<file path="config.mk">
export PLATFORM = sky130hd
export DESIGN_NAME = alu_divider_flat
export DESIGN_NICKNAME = d
export VERILOG_FILES = /design/src/rtl/alu_divider_if.sv /design/src/rtl/alu_divider.sv /design/src/flat_wrapper.sv
export SDC_FILE = /design/constraint.sdc
export NUM_CORES = 1
export LEC_CHECK = 0
export ABC_AREA = 1
export BUFFER_PORTS_ARGS = -buffer_cell sky130_fd_sc_hd__clkbuf_2
export CORE_MARGIN = 3
export CORE_UTILIZATION = 35
export DETAILED_ROUTE_END_ITERATION = 16
export MAX_ROUTING_LAYER = met4
export PLACE_DENSITY = 0.58
export SYNTH_ARGS = -nofsm -noshare
export SYNTH_HDL_FRONTEND = slang
export SYNTH_SLANG_ARGS = --single-unit
</file>
<file path="constraint.sdc">
create_clock -name clk -period 2.6 [get_ports clk]
set_input_delay 0 -clock clk [delete_from_list [all_inputs] [get_ports clk]]
set_output_delay 0 -clock clk [all_outputs]
set_load 0.005 [all_outputs]
</file>
<file path="src/rtl/alu_divider_if.sv">
// Request/response bundle between the CPU ALU (master) and the iterative divider (slave).
interface alu_divider_if #(
    parameter int WIDTH = 32
);
    logic             start_i;
    logic             signed_i;
    logic [WIDTH-1:0] dividend_i;
    logic [WIDTH-1:0] divisor_i;
    logic             busy_o;
    logic             done_o;
    logic [WIDTH-1:0] quotient_o;
    logic [WIDTH-1:0] remainder_o;

    modport master (
        output start_i, signed_i, dividend_i, divisor_i,
        input  busy_o, done_o, quotient_o, remainder_o
    );

    modport slave (
        input  start_i, signed_i, dividend_i, divisor_i,
        output busy_o, done_o, quotient_o, remainder_o
    );
endinterface

</file>
<file path="src/rtl/alu_divider.sv">
// Radix-2 restoring divider for DIV/DIVU: 32 steps on operand magnitudes, then sign fixup.
// Define DIV_EARLY_EXIT_EN to finish divide-by-zero and |dividend| < |divisor| in one cycle.
module alu_divider #(
    parameter int WIDTH = 32
) (
    input  logic          clk,
    input  logic          rst_n,
    alu_divider_if.slave  div
);
    localparam int CW = $clog2(WIDTH);

    typedef enum logic [1:0] {IDLE, RUN, FIN} state_t;

    state_t           state_reg, state_next;
    logic [CW-1:0]    cnt_reg;
    logic [WIDTH-1:0] rem_reg, quo_reg, dvs_reg, dvd_raw_reg;
    logic             q_neg_reg, r_neg_reg, dz_reg;
    logic             done_reg;
    logic [WIDTH-1:0] quotient_reg, remainder_reg;

    logic             dvd_neg, dvs_neg, dz, early_exit, accept;
    logic [WIDTH-1:0] dvd_mag, dvs_mag;
    logic [WIDTH:0]   shifted, trial;
    logic             step_ok;
    logic [WIDTH-1:0] rem_step, quo_step;
    logic             busy;
    logic [WIDTH-1:0] q_final, r_final;

    assign dvd_neg = div.signed_i & div.dividend_i[WIDTH-1];
    assign dvs_neg = div.signed_i & div.divisor_i[WIDTH-1];
    assign dvd_mag = dvd_neg ? -div.dividend_i : div.dividend_i;
    assign dvs_mag = dvs_neg ? -div.divisor_i : div.divisor_i;
    assign dz      = (div.divisor_i == '0);
    assign accept  = (state_reg == IDLE) && div.start_i;

`ifdef DIV_EARLY_EXIT_EN
    assign early_exit = dz | (dvd_mag < dvs_mag);
`else
    assign early_exit = 1'b0;
`endif

    // One restoring step: the bit shifted out of quo feeds the 33-bit partial remainder.
    assign shifted  = {rem_reg, quo_reg[WIDTH-1]};
    assign trial    = shifted - {1'b0, dvs_reg};
    assign step_ok  = ~trial[WIDTH];
    assign rem_step = step_ok ? trial[WIDTH-1:0] : shifted[WIDTH-1:0];
    assign quo_step = {quo_reg[WIDTH-2:0], step_ok};

    always_ff @(posedge clk or negedge rst_n) begin
        if (!rst_n) begin
            state_reg <= IDLE;
        end else begin
            state_reg <= state_next;
        end
    end

    always_comb begin
        state_next = state_reg;
        case (state_reg)
            IDLE:    if (div.start_i) state_next = early_exit ? FIN : RUN;
            RUN:     if (cnt_reg == CW'(WIDTH - 1)) state_next = FIN;
            FIN:     state_next = IDLE;
            default: state_next = IDLE;
        endcase
    end

    always_comb begin
        busy    = (state_reg != IDLE);
        q_final = q_neg_reg ? -quo_reg : quo_reg;
        r_final = r_neg_reg ? -rem_reg : rem_reg;
        // Divide by zero bypasses the fixup and returns the raw dividend.
        if (dz_reg) begin
            q_final = '1;
            r_final = dvd_raw_reg;
        end
    end

    always_ff @(posedge clk or negedge rst_n) begin
        if (!rst_n) begin
            cnt_reg       <= '0;
            rem_reg       <= '0;
            quo_reg       <= '0;
            dvs_reg       <= '0;
            dvd_raw_reg   <= '0;
            q_neg_reg     <= 1'b0;
            r_neg_reg     <= 1'b0;
            dz_reg        <= 1'b0;
            done_reg      <= 1'b0;
            quotient_reg  <= '0;
            remainder_reg <= '0;
        end else begin
            done_reg <= (state_reg == FIN);
            if (accept) begin
                cnt_reg     <= '0;
                // An early exit preloads the final answer: quotient 0, remainder |dividend|.
                quo_reg     <= early_exit ? '0 : dvd_mag;
                rem_reg     <= early_exit ? dvd_mag : '0;
                dvs_reg     <= dvs_mag;
                dvd_raw_reg <= div.dividend_i;
                q_neg_reg   <= dvd_neg ^ dvs_neg;
                r_neg_reg   <= dvd_neg;
                dz_reg      <= dz;
            end else if (state_reg == RUN) begin
                cnt_reg <= cnt_reg + 1'b1;
                rem_reg <= rem_step;
                quo_reg <= quo_step;
            end else if (state_reg == FIN) begin
                quotient_reg  <= q_final;
                remainder_reg <= r_final;
            end
        end
    end

    assign div.busy_o      = busy;
    assign div.done_o      = done_reg;
    assign div.quotient_o  = quotient_reg;
    assign div.remainder_o = remainder_reg;
endmodule

</file>
<file path="src/flat_wrapper.sv">
// flat-port wrapper written by rule: the top's interface ports become plain ports
module alu_divider_flat 
#(
    parameter int WIDTH = 32
)
  (clk, rst_n, div_start_i, div_signed_i, div_dividend_i, div_divisor_i, div_busy_o, div_done_o, div_quotient_o, div_remainder_o);
  alu_divider_if #(.WIDTH(WIDTH)) div_i ();
  input  logic clk;
  input  logic rst_n;
  input wire logic [$bits(div_i.start_i)-1:0] div_start_i;
  input wire logic [$bits(div_i.signed_i)-1:0] div_signed_i;
  input wire logic [$bits(div_i.dividend_i)-1:0] div_dividend_i;
  input wire logic [$bits(div_i.divisor_i)-1:0] div_divisor_i;
  output wire logic [$bits(div_i.busy_o)-1:0] div_busy_o;
  output wire logic [$bits(div_i.done_o)-1:0] div_done_o;
  output wire logic [$bits(div_i.quotient_o)-1:0] div_quotient_o;
  output wire logic [$bits(div_i.remainder_o)-1:0] div_remainder_o;
  assign div_i.start_i = div_start_i;
  assign div_i.signed_i = div_signed_i;
  assign div_i.dividend_i = div_dividend_i;
  assign div_i.divisor_i = div_divisor_i;
  assign div_busy_o = div_i.busy_o;
  assign div_done_o = div_i.done_o;
  assign div_quotient_o = div_i.quotient_o;
  assign div_remainder_o = div_i.remainder_o;
  alu_divider #(.WIDTH(WIDTH)) u_core (.clk(clk), .rst_n(rst_n), .div(div_i));
endmodule
</file>
Word level (Yosys, flattened, before mapping)
Index checks and enable logic that the tools add are counted.

Flip-flop bits (word level): 203. Input bits: 68. Output and inout bits: 66.

Add/sub/neg operators: 6. Equality and inequality tests: 5. Muxes and demuxes: 16. Bitwise logic cells: 6. Reduce and logical (&&, ||, !) cells: 7.

Operators with widths (count): two-way mux 32 bit (11); negator 32 bit (4); subtractor 33 x 32 -> 33 bit (1); zero test 32 bit (1); two-way mux 5 bit (2); adder 5 x 1 -> 5 bit, second input constant (1); == test 5 bit, second input constant (1); two-way mux 2 bit (2); case mux 2 bit (2 select lines) (1); nonzero test 2 bit (2); inverter 1 bit (3); AND reduction 3 bit (1); bitwise AND 1 bit (2); == test 2 x 1 -> 1 bit, second input constant (1); == test 2 bit, second input constant (1); zero test 2 bit (1); inequality test 2 x 1 -> 1 bit, second input constant (1); inequality test 2 bit, second input constant (1); AND reduction 2 bit (1); logical AND 1 bit (1); XOR 1 bit (1).

Longest topological paths before layout
Word-level depth: 4. Depth in mapped cells: 18.

Worst setup path after synthesis
OpenSTA, ideal clock, no wires.

Path type: register to register. Start: register u_core.dvs_reg[0]. End: register u_core.rem_reg[7]. Library setup time: 118 ps. Data arrival time: 2040 ps. Data required time: 2482 ps. Setup slack: 442 ps. Cell stages (with the launch flop): 18. Cell sequence: dfrtp_1 -> ha_1 -> fa_1 -> inv_1 -> nand2_1 -> nand2_1 -> nand3_1 -> nand2_2 -> nand2_2 -> nand2_2 -> nand2_4 -> nand2_4 -> nand2_4 -> nand2_4 -> buf_6 -> nand2_1 -> nand3_1 -> nand2_1.

Cells in the longest elaborated chain, start to end: 4.

RTL lines: from (decl) (RTL line alu_divider.sv:16) `logic [WIDTH-1:0] rem_reg, quo_reg, dvs_reg, dvd_raw_reg;`; from (signal assigned) (RTL line alu_divider.sv:98) `dvs_reg <= dvs_mag;`; subtractor 33 x 32 -> 33 bit (RTL line alu_divider.sv:44) `assign trial = shifted - {1'b0, dvs_reg};`; two-way mux 32 bit (RTL line alu_divider.sv:46) `assign rem_step = step_ok ? trial[WIDTH-1:0] : shifted[WIDTH-1:0];`; two-way mux 32 bit (RTL line alu_divider.sv:103) `end else if (state_reg == RUN) begin`; two-way mux 32 bit (RTL line alu_divider.sv:93) `if (accept) begin`; to (signal assigned) (RTL line alu_divider.sv:97) `rem_reg <= early_exit ? dvd_mag : '0;`; to (signal assigned) (RTL line alu_divider.sv:105) `rem_reg <= rem_step;`; to (decl) (RTL line alu_divider.sv:16).

Every way passes these cells. The select of a mux whose other input is x is not followed. A chain may end at the register's enable or synchronous reset.

Worst setup path in the final report
Start: register u_core.rem_reg[17]. End: register u_core.rem_reg[27].

Cells in the longest elaborated chain, start to end: 4.

RTL lines (RTL line): subtractor 33 x 32 -> 33 bit (alu_divider.sv:44); two-way mux 32 bit (alu_divider.sv:46); two-way mux 32 bit (alu_divider.sv:103); two-way mux 32 bit (alu_divider.sv:93).

Every way passes these cells. The select of a mux whose other input is x is not followed.

==> impl_metrics.csv <==
group,metric,value,unit
global_route,grt_pass1_vias,14730,
global_route,grt_pass1_wl,83990,um
pwr,power.leakage,8.900,nW
clock_network,cts_max_path_buffers,3,
timing,min_period,2.424,ns
synth,synthCells,2241,
synth,synth-warning-count,0,
timing,skew,0.01897,ns
floorplanning,ioPinCount,134,
placement,place_inst,2871,
critical_path,critPathKind,"flip-flop to flip-flop",
layout,final_nets,2560,
timing,fin_crit_sh,93.22,%
critical_path,crit_arrival,2.86,ns
placement,gp_congestion,0.9974,
layout,layout_common_cells,"nand2_1 (685), inv_1 (322), nand3_1 (229)",
placement,hpwl,41350,um
placement,port_buffers,133,
synth,avgSynthCellArea,6.507,um^2
clock_network,cts_sinks,203,
clock_network,cts_tree,"done",
timing,tightest_slew,0.7428,ns
layout,synthToLayoutAreaGrowth,21.91,%
pwr,total_power,0.02384,W
layout,diodes,0,
synth,synth.distinct_cells,51,
synth,synth_fp_nets,2348,
critical_path,crit_path_max_fanout,6,
synth,netlist_area,14580,um^2
job,cap_violations,0,
floorplanning,rows,74,
route,wl,54170,um
route,vias,15480,
floorplanning,die_area,44150,um^2
route,dr.pass1.iters,6,
synth,synth_seq_area_share,34.84,%
timing,fin_tns_setup,0,ns
timing,max_freq,412.6,MHz
layout,instances_no_fill,3004,
pwr,ir_drop,0.6414,mV
layout,seqCellArea,5080,um^2
floorplanning,die_y,210.1,um
critical_path,critPathCaptureType,"flip-flop",
critical_path,critPathLaunchType,"flip-flop",
synth,synth-seq-cells,203,
pwr,powerDensity,1341,nW/um^2
worst_hold_path,min_path_type,"input port to flip-flop",
outcome,status,"completed",
timing,slew_violations,0,
global_route,overflow,0,
timing,relSlewSlack,50.17,%
route,detail_route.iter0.violations,1385,
route,routed_via_density,5.152,
route,drc,0,
layout,num-fill-cells,4339,
layout,drive_above_1_share,11.21,%
timing,rsz0062_at_grt,"false",
clock_network,worstSkewPairLatency,0.56,ns
global_route,grt_usage,24.82,%
floorplanning,core_area,41020,um^2
route,ant_nets,0,
global_route,grt_max_degree,99,
clock_network,numCtsBuffers,25,
clock_network,htreeDepth,1,
clock_network,cts_root_buffer,"clkbuf_16",
timing,hold_violations,0,
timing,setup_violations,0,
critical_path,required,3.03,ns
layout,mostFrequentLayoutCell,"nand2_1",
route,wire_per_inst,18.03,um
layout,multi_input_area,8023,um^2
floorplanning,die_width,210.1,um
global_route,antenna_found_initial,0,
floorplanning,start_util,35.55,%
clock_network,clk_pin_slew,0.06,ns
metal layers:
metal / vias to the layer above / global-route usage [%] / wire, um / share of wire, %
met5: - / - / 0 / 0
met4: 0 / 6.929 / 1697 / 3.1
met3: 118 / 3.557 / 3428 / 6.3
met2: 541 / 37.79 / 23850 / 44
met1: 7170 / 34.68 / 25190 / 47
li1: 7649 / - / - / -
per-stage QoR:
step	hold slack, ns	area [um^2]	setup WS [ns]	utilization, %
global route	0.06989	17780	0.001024	43.34
detailed placement	0.02515	15960	0.1741	38.92
floorplan	-0.2956	14580	0.4424	-
global placement	0.02991	15960	0.2035	38.92
CTS	0.06512	17660	0.1621	43.06
finish	0.07225	17780	0.1763	43.34
timing repair:
action / 4_1_cts / 5_1_grt
endpoints found under the hold margin: 300 / 0
gates resized for setup: 0 / 7
hold buffers: 79 / 0
buffers inserted: 0 / 7
endpoints found under the setup margin: 0 / 32
synthesized netlist by cell type (all sizes together):
cell type	count	share of area, %
a32oi	5	0.30
xnor2	8	0.48
a211oi	2	0.10
clkinv	1	0.026
a2bb2oi	2	0.12
nor4	5	0.21
nand2	700	18
and2	3	0.13
o21ai	157	5.4
o32ai	1	0.060
nand2b	1	0.043
nand3	232	8.1
nor3	38	1.4
a22oi	6	0.31
dfrtp	203	35
o21a	7	0.36
nand3b	17	0.88
fa	1	0.14
and3	1	0.043
a21o	2	0.10
nor2	202	5.3
a22o	2	0.12
or2	12	0.51
o31ai	2	0.10
o211ai	11	0.57
inv	331	8.5
buf	26	0.92
a31oi	15	0.64
clkbuf	47	1.2
o21bai	9	0.46
o22ai	19	0.82
a21oi	70	2.6
nand4	21	0.90
xor2	34	2.0
o221ai	10	0.60
ha	38	3.3
worst paths after layout:
| check | from | to | slack, ns | depth (start not counted) |
|---|---|---|---|---|
| worst min register to register | u_core.div.remainder_o[21] | u_core.div.remainder_o[21] | 0.48 | 2 |
| worst max register to register | u_core.rem_reg[17] | u_core.rem_reg[27] | 0.18 | 13 |
| min in group asynchronous | rst_n | u_core.div.remainder_o[28] | 0.51 | 3 |
| worst min-delay path | div_signed_i | u_core.quo_reg[31] | 0.07 | 4 |
| worst max-delay path | u_core.rem_reg[17] | u_core.rem_reg[27] | 0.18 | 13 |
| max in group asynchronous | rst_n | u_core.div.remainder_o[25] | 1.22 | 4 |
logic make-up (layout without fill, tap and decap cells):
kind of cell	Yosys count	in the layout	synth area share, %
flops	203	203	34.84
fa+ha+maj	39	39	3.398
buf+inv	405	635	10.67
xor+xnor	42	42	2.523
simple gates	1232	1233	35.93
compound gates	320	320	12.64
power by group:
group / total (W) / switching (W) / internal [W]
clock network: 0.00389 / 0.00150 / 0.00238
logic: 0.0145 / 0.00953 / 0.00498
registers: 0.00545 / 0.00109 / 0.00436
total: 0.0238 / 0.0121 / 0.0117
worst max-delay path, cell delays in order, from the launching register on:
cell	delay, ns
dfrtp_1	0.47
ha_1	0.40
nand2_1	0.13
nor2_1	0.21
inv_1	0.07
nor2_1	0.34
and2_1	0.19
nand2_1	0.08
nand2_1	0.08
nand2_1	0.05
nand2_1	0.10
nand2_1	0.08
nand3_1	0.06
nand2_1	0.05
cell type report:
type / count / share of cell area, %
clock buffers: 31 / 3.871
repair buffers: 257 / 10.42
multi-input cells: 1634 / 45.13
clock inverters: 15 / 1.239
inverters: 332 / 7.011
well taps: 532 / 3.745
flip-flops and latches: 203 / 28.58
(Power assumes the default switching activity.)
